[config.mk]
export PLATFORM = sky130hd
export DESIGN_NAME = dlf_iir_seq_flat
export DESIGN_NICKNAME = d
export VERILOG_FILES = /design/src/rtl/dlf_iir_seq_pkg.sv /design/src/rtl/dlf_iir_seq_if.sv /design/src/rtl/dlf_iir_seq_coef_regfile.sv /design/src/rtl/dlf_iir_seq.sv /design/src/flat_wrapper.sv
export SDC_FILE = /design/constraint.sdc
export NUM_CORES = 1
export LEC_CHECK = 0
export CAP_MARGIN = 20
export CORE_ASPECT_RATIO = 2
export CORE_UTILIZATION = 55
export CTS_BUF_LIST = sky130_fd_sc_hd__clkbuf_4 sky130_fd_sc_hd__clkbuf_8 sky130_fd_sc_hd__clkbuf_16
export DETAILED_ROUTE_END_ITERATION = 16
export PLACE_DENSITY_LB_ADDON = 0.25
export SLEW_MARGIN = 30
export SYNTH_ARGS = -nofsm -noshare
export SYNTH_HDL_FRONTEND = slang
export SYNTH_HIERARCHICAL = 1
export SYNTH_SLANG_ARGS = --single-unit
[constraint.sdc]
create_clock -name clk -period 10.2 [get_ports clk]
set_clock_uncertainty 0.15 [all_clocks]
set_input_delay 1.02 -clock clk [delete_from_list [all_inputs] [get_ports clk]]
set_output_delay 1.02 -clock clk [all_outputs]
set_load 0.1 [all_outputs]
[src/rtl/dlf_iir_seq_pkg.sv]
// Shared types and constants for the ADPLL loop filter: width helpers,
// reset coefficients, coefficient address map and the sequencer states.
package dlf_pkg;

    localparam int DEF_COEF_W = 20;

    // Reset coefficients, Q2.18
    localparam logic [DEF_COEF_W-1:0] DEF_B0 = 20'h00A00;
    localparam logic [DEF_COEF_W-1:0] DEF_B1 = 20'h00A63;
    localparam logic [DEF_COEF_W-1:0] DEF_B2 = 20'hFF6C5;
    localparam logic [DEF_COEF_W-1:0] DEF_B3 = 20'hFF662;
    localparam logic [DEF_COEF_W-1:0] DEF_A1 = 20'h96E98;
    localparam logic [DEF_COEF_W-1:0] DEF_A2 = 20'h2D1AF;
    localparam logic [DEF_COEF_W-1:0] DEF_A3 = 20'hFBFC3;

    typedef enum logic [1:0] {S_IDLE, S_MAC, S_OUT} state_t;

    function automatic int coef_w(int int_w, int frac_w);
        return int_w + frac_w;
    endfunction

    function automatic int acc_w(int in_w, int out_w, int cw, int guard);
        return ((in_w > out_w) ? in_w : out_w) + 1 + cw + guard;
    endfunction

    // Address map: b0..bORDER first, then a1..aORDER
    function automatic int b_addr(int k);
        return k;
    endfunction

    function automatic int a_addr(int order, int k);
        return order + k;
    endfunction

    function automatic logic [DEF_COEF_W-1:0] def_coef(int order, int addr);
        logic [DEF_COEF_W-1:0] c;
        c = '0;
        if (addr <= order) begin
            case (addr)
                0:       c = DEF_B0;
                1:       c = DEF_B1;
                2:       c = DEF_B2;
                3:       c = DEF_B3;
                default: c = '0;
            endcase
        end else begin
            case (addr - order)
                1:       c = DEF_A1;
                2:       c = DEF_A2;
                3:       c = DEF_A3;
                default: c = '0;
            endcase
        end
        return c;
    endfunction

endpackage

[src/rtl/dlf_iir_seq_if.sv]
// Sample handshake, coefficient write port and DCO word output of the loop filter.
interface dlf_iir_seq_if #(
    parameter int IN_W   = 8,
    parameter int OUT_W  = 8,
    parameter int COEF_W = 20,
    parameter int AW     = 3
);
    logic                     in_valid;
    logic                     in_ready;
    logic [IN_W-1:0]          master_in;
    logic                     lead;
    logic                     hold;
    logic                     coef_wr_en;
    logic [AW-1:0]            coef_wr_addr;
    logic signed [COEF_W-1:0] coef_wr_data;
    logic                     coef_wr_err;
    logic                     out_valid;
    logic [OUT_W-1:0]         slave_out;
    logic                     sat_flag;

    modport slave (
        input  in_valid, master_in, lead, hold, coef_wr_en, coef_wr_addr, coef_wr_data,
        output in_ready, coef_wr_err, out_valid, slave_out, sat_flag
    );

    modport master (
        output in_valid, master_in, lead, hold, coef_wr_en, coef_wr_addr, coef_wr_data,
        input  in_ready, coef_wr_err, out_valid, slave_out, sat_flag
    );
endinterface

[src/rtl/dlf_iir_seq_coef_regfile.sv]
// Coefficient store: b0..bORDER, a1..aORDER with reset defaults; writes are
// refused while the sequencer is busy or the address is out of range.
module dlf_coef_regfile
    import dlf_pkg::*;
#(
    parameter int ORDER  = 3,
    parameter int COEF_W = 20,
    parameter int AW     = $clog2(2*ORDER+1)
) (
    input  logic                     clk,
    input  logic                     rstn,
    input  logic                     wr_en,
    input  logic [AW-1:0]            wr_addr,
    input  logic signed [COEF_W-1:0] wr_data,
    input  logic                     busy,
    output logic                     wr_err,
    input  logic [AW-1:0]            rd_addr,
    output logic signed [COEF_W-1:0] rd_data
);
    localparam int NREG = 2*ORDER + 1;

    logic signed [COEF_W-1:0] regs [NREG];
    logic                     wr_ok;

    assign wr_ok = !busy && (int'(wr_addr) < NREG);

    always_ff @(posedge clk) begin
        if (!rstn) begin
            wr_err <= 1'b0;
            for (int i = 0; i < NREG; i++)
                regs[i] <= COEF_W'($signed(def_coef(ORDER, i)));
        end else begin
            wr_err <= wr_en && !wr_ok;
            for (int i = 0; i < NREG; i++)
                if (wr_en && wr_ok && wr_addr == AW'(i))
                    regs[i] <= wr_data;
        end
    end

    always_comb begin
        rd_data = '0;
        for (int i = 0; i < NREG; i++)
            if (rd_addr == AW'(i))
                rd_data = regs[i];
    end

endmodule

[src/rtl/dlf_iir_seq.sv]
// ADPLL loop filter: IIR of order ORDER evaluated with one shared MAC,
// one product per cycle, then rounding, saturation and clamp to the DCO word.
module dlf_iir_seq
    import dlf_pkg::*;
#(
    parameter int IN_W        = 8,
    parameter int OUT_W       = 8,
    parameter int ORDER       = 3,
    parameter int COEF_INT_W  = 2,
    parameter int COEF_FRAC_W = 18,
    parameter int ACC_GUARD   = 4
) (
    input  logic          clk,
    input  logic          rstn,
    dlf_iir_seq_if.slave  bus
);
    localparam int COEF_W = coef_w(COEF_INT_W, COEF_FRAC_W);
    localparam int ACC_W  = acc_w(IN_W, OUT_W, COEF_W, ACC_GUARD);
    localparam int AW     = $clog2(2*ORDER+1);
    localparam int DW     = ((IN_W > OUT_W) ? IN_W : OUT_W) + 1;
    localparam int PW     = DW + COEF_W;
    localparam int YW     = ACC_W - COEF_FRAC_W;
    localparam logic [AW-1:0]          LAST = AW'(2*ORDER);
    localparam logic signed [ACC_W-1:0] RND = ACC_W'(1) << (COEF_FRAC_W-1);
    localparam logic signed [YW-1:0]   Y_HI = YW'(2**OUT_W - 1);
    localparam logic signed [YW-1:0]   Y_LO = ~Y_HI;

    state_t                   state, nstate;
    logic [AW-1:0]            idx;
    logic signed [ACC_W-1:0]  acc, acc_rnd, prod_ext;
    logic signed [IN_W:0]     x_cur, x_in;
    logic                     hold_q;
    logic signed [IN_W:0]     xh [ORDER];
    logic signed [OUT_W:0]    yh [ORDER];
    logic signed [DW-1:0]     opnd;
    logic                     sub;
    logic signed [COEF_W-1:0] coef;
    logic signed [PW-1:0]     prod;
    logic signed [YW-1:0]     y_full;
    logic signed [OUT_W:0]    y_sat;
    logic                     y_ovf, y_clip;
    logic [OUT_W-1:0]         y_out;
    logic                     accept;

    assign bus.in_ready = (state == S_IDLE);
    assign accept       = bus.in_valid && bus.in_ready;
    assign x_in         = bus.lead ? $signed({1'b0, bus.master_in})
                                   : -$signed({1'b0, bus.master_in});

    dlf_coef_regfile #(.ORDER(ORDER), .COEF_W(COEF_W), .AW(AW)) u_coef (
        .clk     (clk),
        .rstn    (rstn),
        .wr_en   (bus.coef_wr_en),
        .wr_addr (bus.coef_wr_addr),
        .wr_data (bus.coef_wr_data),
        .busy    (!bus.in_ready),
        .wr_err  (bus.coef_wr_err),
        .rd_addr (idx),
        .rd_data (coef)
    );

    always_ff @(posedge clk) begin
        if (!rstn) state <= S_IDLE;
        else       state <= nstate;
    end

    always_comb begin
        nstate = state;
        case (state)
            S_IDLE:  if (accept) nstate = bus.hold ? S_OUT : S_MAC;
            S_MAC:   if (idx == LAST) nstate = S_OUT;
            S_OUT:   nstate = S_IDLE;
            default: nstate = S_IDLE;
        endcase
    end

    // Data operand follows the coefficient address map; feedback terms subtract
    always_comb begin
        opnd = DW'(x_cur);
        sub  = 1'b0;
        for (int k = 1; k <= ORDER; k++) begin
            if (idx == AW'(b_addr(k))) opnd = DW'(xh[k-1]);
            if (idx == AW'(a_addr(ORDER, k))) begin
                opnd = DW'(yh[k-1]);
                sub  = 1'b1;
            end
        end
    end

    assign prod     = coef * opnd;
    assign prod_ext = ACC_W'(prod);
    assign acc_rnd  = acc + RND;
    assign y_full   = acc_rnd[ACC_W-1:COEF_FRAC_W];

    always_comb begin
        y_ovf = 1'b0;
        y_sat = y_full[OUT_W:0];
        if (y_full > Y_HI) begin
            y_sat = {1'b0, {OUT_W{1'b1}}};
            y_ovf = 1'b1;
        end else if (y_full < Y_LO) begin
            y_sat = {1'b1, {OUT_W{1'b0}}};
            y_ovf = 1'b1;
        end
        y_clip = y_sat[OUT_W];
        y_out  = y_clip ? '0 : y_sat[OUT_W-1:0];
    end

    always_ff @(posedge clk) begin
        if (!rstn) begin
            idx           <= '0;
            acc           <= '0;
            x_cur         <= '0;
            hold_q        <= 1'b0;
            bus.out_valid <= 1'b0;
            bus.slave_out <= '0;
            bus.sat_flag  <= 1'b0;
            for (int k = 0; k < ORDER; k++) begin
                xh[k] <= '0;
                yh[k] <= '0;
            end
        end else begin
            bus.out_valid <= 1'b0;
            case (state)
                S_IDLE: if (accept) begin
                    x_cur  <= x_in;
                    hold_q <= bus.hold;
                    acc    <= '0;
                    idx    <= '0;
                end
                S_MAC: begin
                    acc <= sub ? acc - prod_ext : acc + prod_ext;
                    idx <= idx + 1'b1;
                end
                S_OUT: begin
                    bus.out_valid <= 1'b1;
                    bus.sat_flag  <= 1'b0;
                    // A held sample leaves every piece of filter state untouched
                    if (!hold_q) begin
                        xh[0] <= x_cur;
                        yh[0] <= y_sat;
                        for (int k = 1; k < ORDER; k++) begin
                            xh[k] <= xh[k-1];
                            yh[k] <= yh[k-1];
                        end
                        bus.slave_out <= y_out;
                        bus.sat_flag  <= y_ovf | y_clip;
                    end
                end
                default: ;
            endcase
        end
    end

endmodule

[src/flat_wrapper.sv]
// flat-port wrapper written by rule: the top's interface ports become plain ports
module dlf_iir_seq_flat import dlf_pkg::*;
#(
    parameter int IN_W        = 8,
    parameter int OUT_W       = 8,
    parameter int ORDER       = 3,
    parameter int COEF_INT_W  = 2,
    parameter int COEF_FRAC_W = 18,
    parameter int ACC_GUARD   = 4
)
  (clk, rstn, bus_in_valid, bus_master_in, bus_lead, bus_hold, bus_coef_wr_en, bus_coef_wr_addr, bus_coef_wr_data, bus_in_ready, bus_coef_wr_err, bus_out_valid, bus_slave_out, bus_sat_flag);
  dlf_iir_seq_if #(.IN_W(IN_W), .OUT_W(OUT_W), .COEF_W(20), .AW(3)) bus_i ();
  input  logic clk;
  input  logic rstn;
  input wire logic [$bits(bus_i.in_valid)-1:0] bus_in_valid;
  input wire logic [$bits(bus_i.master_in)-1:0] bus_master_in;
  input wire logic [$bits(bus_i.lead)-1:0] bus_lead;
  input wire logic [$bits(bus_i.hold)-1:0] bus_hold;
  input wire logic [$bits(bus_i.coef_wr_en)-1:0] bus_coef_wr_en;
  input wire logic [$bits(bus_i.coef_wr_addr)-1:0] bus_coef_wr_addr;
  input wire logic [$bits(bus_i.coef_wr_data)-1:0] bus_coef_wr_data;
  output wire logic [$bits(bus_i.in_ready)-1:0] bus_in_ready;
  output wire logic [$bits(bus_i.coef_wr_err)-1:0] bus_coef_wr_err;
  output wire logic [$bits(bus_i.out_valid)-1:0] bus_out_valid;
  output wire logic [$bits(bus_i.slave_out)-1:0] bus_slave_out;
  output wire logic [$bits(bus_i.sat_flag)-1:0] bus_sat_flag;
  assign bus_i.in_valid = bus_in_valid;
  assign bus_i.master_in = bus_master_in;
  assign bus_i.lead = bus_lead;
  assign bus_i.hold = bus_hold;
  assign bus_i.coef_wr_en = bus_coef_wr_en;
  assign bus_i.coef_wr_addr = bus_coef_wr_addr;
  assign bus_i.coef_wr_data = bus_coef_wr_data;
  assign bus_in_ready = bus_i.in_ready;
  assign bus_coef_wr_err = bus_i.coef_wr_err;
  assign bus_out_valid = bus_i.out_valid;
  assign bus_slave_out = bus_i.slave_out;
  assign bus_sat_flag = bus_i.sat_flag;
  dlf_iir_seq #(.IN_W(IN_W), .OUT_W(OUT_W), .ORDER(ORDER), .COEF_INT_W(COEF_INT_W), .COEF_FRAC_W(COEF_FRAC_W), .ACC_GUARD(ACC_GUARD)) u_core (.clk(clk), .rstn(rstn), .bus(bus_i));
endmodule
==> results.txt <==
----------------------------------------------------
[Power and ir drop]
  Switching power total ... 2.117 mW
  Power share of the clock group ... 19.9%
  Cell internal power dissipation ... 2.864 mW
  Proportion of power drawn by flip-flops and latches ... 24.8%
  Comb power frac ... 55.3%
  Pwr/cell area ... 219.3 nW/um^2
  LEAKAGE ... 9.217 nW
  Switching Share ... 42.51%
  VDD IR-drop max ... 0.0001605 V

[Cells and area]
  Core Util, Final ... 61.12%
  Post-layout instance count excluding filler cells ... 2626
  Area added between synthesis and finish ... 9.978%
  Count of nets after finishing ... 2433
  Fraction of layout cells with a size suffix above 1 ... 8.957%
  # fillers ... 3119

[Logic synthesis]
  Number of enable-type register cells in the synthesized netlist ... 194
  Main area contributors after synthesis ... edfxtp_1 (28%), fa_1 (14%), ha_1 (6.1%), dfxtp_1 (5.7%), nand2_1 (3.7%)
  Syn nets ... 2404
  Top cells by instance count after synthesis ... nand2_1 (203), edfxtp_1 (194), inv_1 (154)
  Most common cell in the synthesized netlist ... nand2_1
  Cell taking the most area after synthesis ... edfxtp_1
  Number of synthesized register bits ... 253
  Number of standard cells after synthesis ... 2119
  Count of distinct cell types in the synthesized netlist ... 83
  Part of the Yosys area used for sequential elements ... 33.93%
  Count of yosys warnings during synthesis ... 6
  Summed instance area of the synthesized netlist ... 20650 um^2
  Mean post-synth cell area ... 9.747 um^2
  Proportion of netlist area held by the largest area contributor ... 28.21%
  Share of synthesized flip-flops with an asynchronous set or reset ... 0%
  Most used flip-flop cell after synthesis ... edfxtp_1

[Worst setup path]
  Worst R2R End ... u_core/acc[32]
  Critical register-to-register path startpoint ... u_core/idx[2]
  Register-to-register setup slack ... 0.50 ns
  Cells on worst reg2reg path ... 36
  Type of the worst setup path ... register to register
  Required time of the critical path ... 10.54 ns
  Cell seen most often among critical-path stages ... fa_1
  Max Fanout on Critical Path ... 19
  Type of origin of the critical path ... register
  Data arrival time of the critical path ... 10.04 ns
  Largest stage delay on the critical path ... 0.56 ns
  Critical Path End Type ... register
  Cell with the biggest individual delay on the critical path ... or4_1

[Global routing]
  GRT Overall Usage ... 30.21%
  Pin count of the biggest net entering global routing ... 55
  Wire length of the first global-routing pass ... 89990 um
  Vias in the first global route ... 17260
  Total congestion overflow after global routing ... 0
  Antenna violations before repair ... 1

[Timing]
  Top achievable clock speed ... 0.1031 GHz
  Slew of the pin with the lowest slew margin ... 1.035 ns
  Post-layout minimum cycle time ... 9.704 ns
  Max_slew headroom ... 30.29%
  Part of the cycle the worst path needs ... 95.13%
  Number of max-slew violations in the final report ... 0
  Final-report setup violation count ... 0
  Fin. Hold Viols ... 0

[Drt]
  Detailed-route wire length per cell ... 21.53 um
  Final ANT Viol Nets ... 0
  Drt first-iter violations ... 814
  Number of detailed-route iterations in the first pass ... 5
  Remaining design rule violation count ... 0
  DRT Wirelength ... 56540 um
  Routed via count divided by cell count ... 6.123
  Total number of vias ... 16080

[Worst hold path]
  Endpoint, Worst Hold ... u_core/acc[2]
  Hold path startpoint ... u_core/acc[2]
  Cell count of the worst hold path ... 2
  Hold Path Class ... register to register

[Clock network]
  Clock tree from TritonCTS ... built
  Root cell of the clock tree ... clkbuf_16
  Insertion delay to the later sink of the worst-skew pair ... 0.55 ns
  CTS H-tree depth ... 1
  Number of buffers inserted during clock tree synthesis ... 24
  Sinks on the clock net ... 253
  Maximum buffer depth of the clock tree ... 3
  Clk pin slew, worst setup/hold paths ... 0.07 ns

[Die]
  # rows ... 100
  Die span in y ... 276.1 um
  Number of top-level pins ... 49
  Width of the die ... 139.0 um
  Area of the die ... 38380 um^2
  Core area ... 37160 um^2
  Initial core utilization ... 55.58%

[Place]
  Final Wtd Congestion ... 0.9428
  Number of input and output port buffers inserted ... 48
  Placed Instances ... 2578
  Final HPWL DP ... 43100 um

[Flow run]
  # Max-Cap Violations ... 0

[Run status]
  Result of the run ... finished clean

----------------------------------------------------
[cells by family after synthesis]
logic type | Yosys count | synth area share, %
multiplexers | 57 | 2.950
flip-flops | 253 | 33.93
buffers and inverters | 271 | 5.258
adder cells (fa/ha/maj) | 248 | 20.40
AO/OA/AOI/OAI | 414 | 13.95
AND/OR/NAND/NOR | 789 | 19.76
XOR/XNOR | 87 | 3.756
[layout by cell type, fill, tap and decap left out, types with 58 or more instances in the layout]
cell / count
buf_4: 63
nor2b_1: 109
edfxtp_1: 194
fa_1: 148
dfxtp_1: 58
inv_1: 152
a21oi_1: 107
nand2_1: 197
nand3_1: 65
ha_1: 99
nor2_1: 143
and2_1: 109
[critical path, delay by kind of cell (launching register included)]
kind / cells / cell delay [ns]
flip-flops: 1 / 0.54
multiplexers: 1 / 0.30
XOR/XNOR: 1 / 0.18
buffers and inverters: 4 / 0.43
AO/OA/AOI/OAI: 16 / 3.03
adder cells (fa/ha/maj): 7 / 3.32
AND/OR/NAND/NOR: 7 / 1.69
[power by group through the flow]
stage	Sequential, mW	Combinational [mW]	Clock, mW
2_1_floorplan	1.25	2.10	0
3_3_place_gp	1.25	2.62	0
3_5_place_dp	1.25	2.69	0
4_1_cts	1.23	2.71	1.01
5_1_grt	1.24	3.06	1.04
6_report	1.23	2.76	0.991
[state kept, by name, summed over array words and instances (netlist names)]
name,count
u_core/u_coef/regs,140
u_core/acc,33
u_core/xh,27
u_core/yh,27
u_core/x_cur,9
u_core/bus.slave_out,8
u_core/idx,3
u_core/state,2
u_core/bus.out_valid,1
u_core/bus.sat_flag,1
u_core/hold_q,1
u_core/u_coef/wr_err,1
[through the flow]
| stage | cell area, um^2 | TNS [ns] | worst slack [ns] | hold WS [ns] | total power [mW] |
|---|---|---|---|---|---|
| 2_1_floorplan | 20650 | 0 | 0.5101 | 0.2862 | 3.346 |
| 3_3_place_gp | 21760 | 0 | 0.5380 | 0.2994 | 3.870 |
| 3_5_place_dp | 21780 | 0 | 0.1969 | 0.3143 | 3.940 |
| 4_1_cts | 22640 | 0 | 0.1517 | 0.3274 | 4.947 |
| 5_1_grt | 22710 | -0.04675 | -0.03139 | 0.3439 | 5.335 |
| 6_report | 22710 | 0 | 0.4965 | 0.3256 | 4.981 |
[metal layers]
metal / track usage, % / vias to the layer above / wire length [um]
met2: 59.43 / 509 / 31370
met4: 22.28 / 0 / 4574
met3: 3.533 / 245 / 2357
li1: - / 7414 / -
met1: 27.87 / 7912 / 18240
met5: 0 / - / 0
[worst max-delay path by stage]
stage / from / endpoint / slack [ns]
finish: u_core/idx[2] / u_core/acc[32] / 0.50
CTS: u_core/idx[0] / u_core/acc[31] / 0.15
floorplan: u_core/idx[0] / u_core/acc[31] / 0.51
global route: u_core/idx[0] / u_core/acc[32] / -0.03
detailed placement: u_core/idx[0] / u_core/acc[31] / 0.20
global placement: u_core/idx[0] / u_core/acc[31] / 0.54
[cell type report]
type                    count  area [um^2]  share of cell area [%]
flip-flops and latches    253         7010                   30.86
well taps                 459        574.3                   2.528
clock buffers              26        633.1                   2.787
repair buffers            117         1026                   4.517
multi-input cells        1595        12650                   55.68
inverters                 157        593.1                   2.611
diodes                      1        2.502                 0.01102
clock inverters            18        226.5                  0.9970
[what timing repair did]
| item | in CTS | in global routing |
|---|---|---|
| setup buffers | 0 | 2 |
| resized for setup | 0 | 19 |
| hold buffers | 0 | 0 |
| setup endpoints to repair | 0 | 8 |
Note: power is estimated with default switching activity, not from simulation.
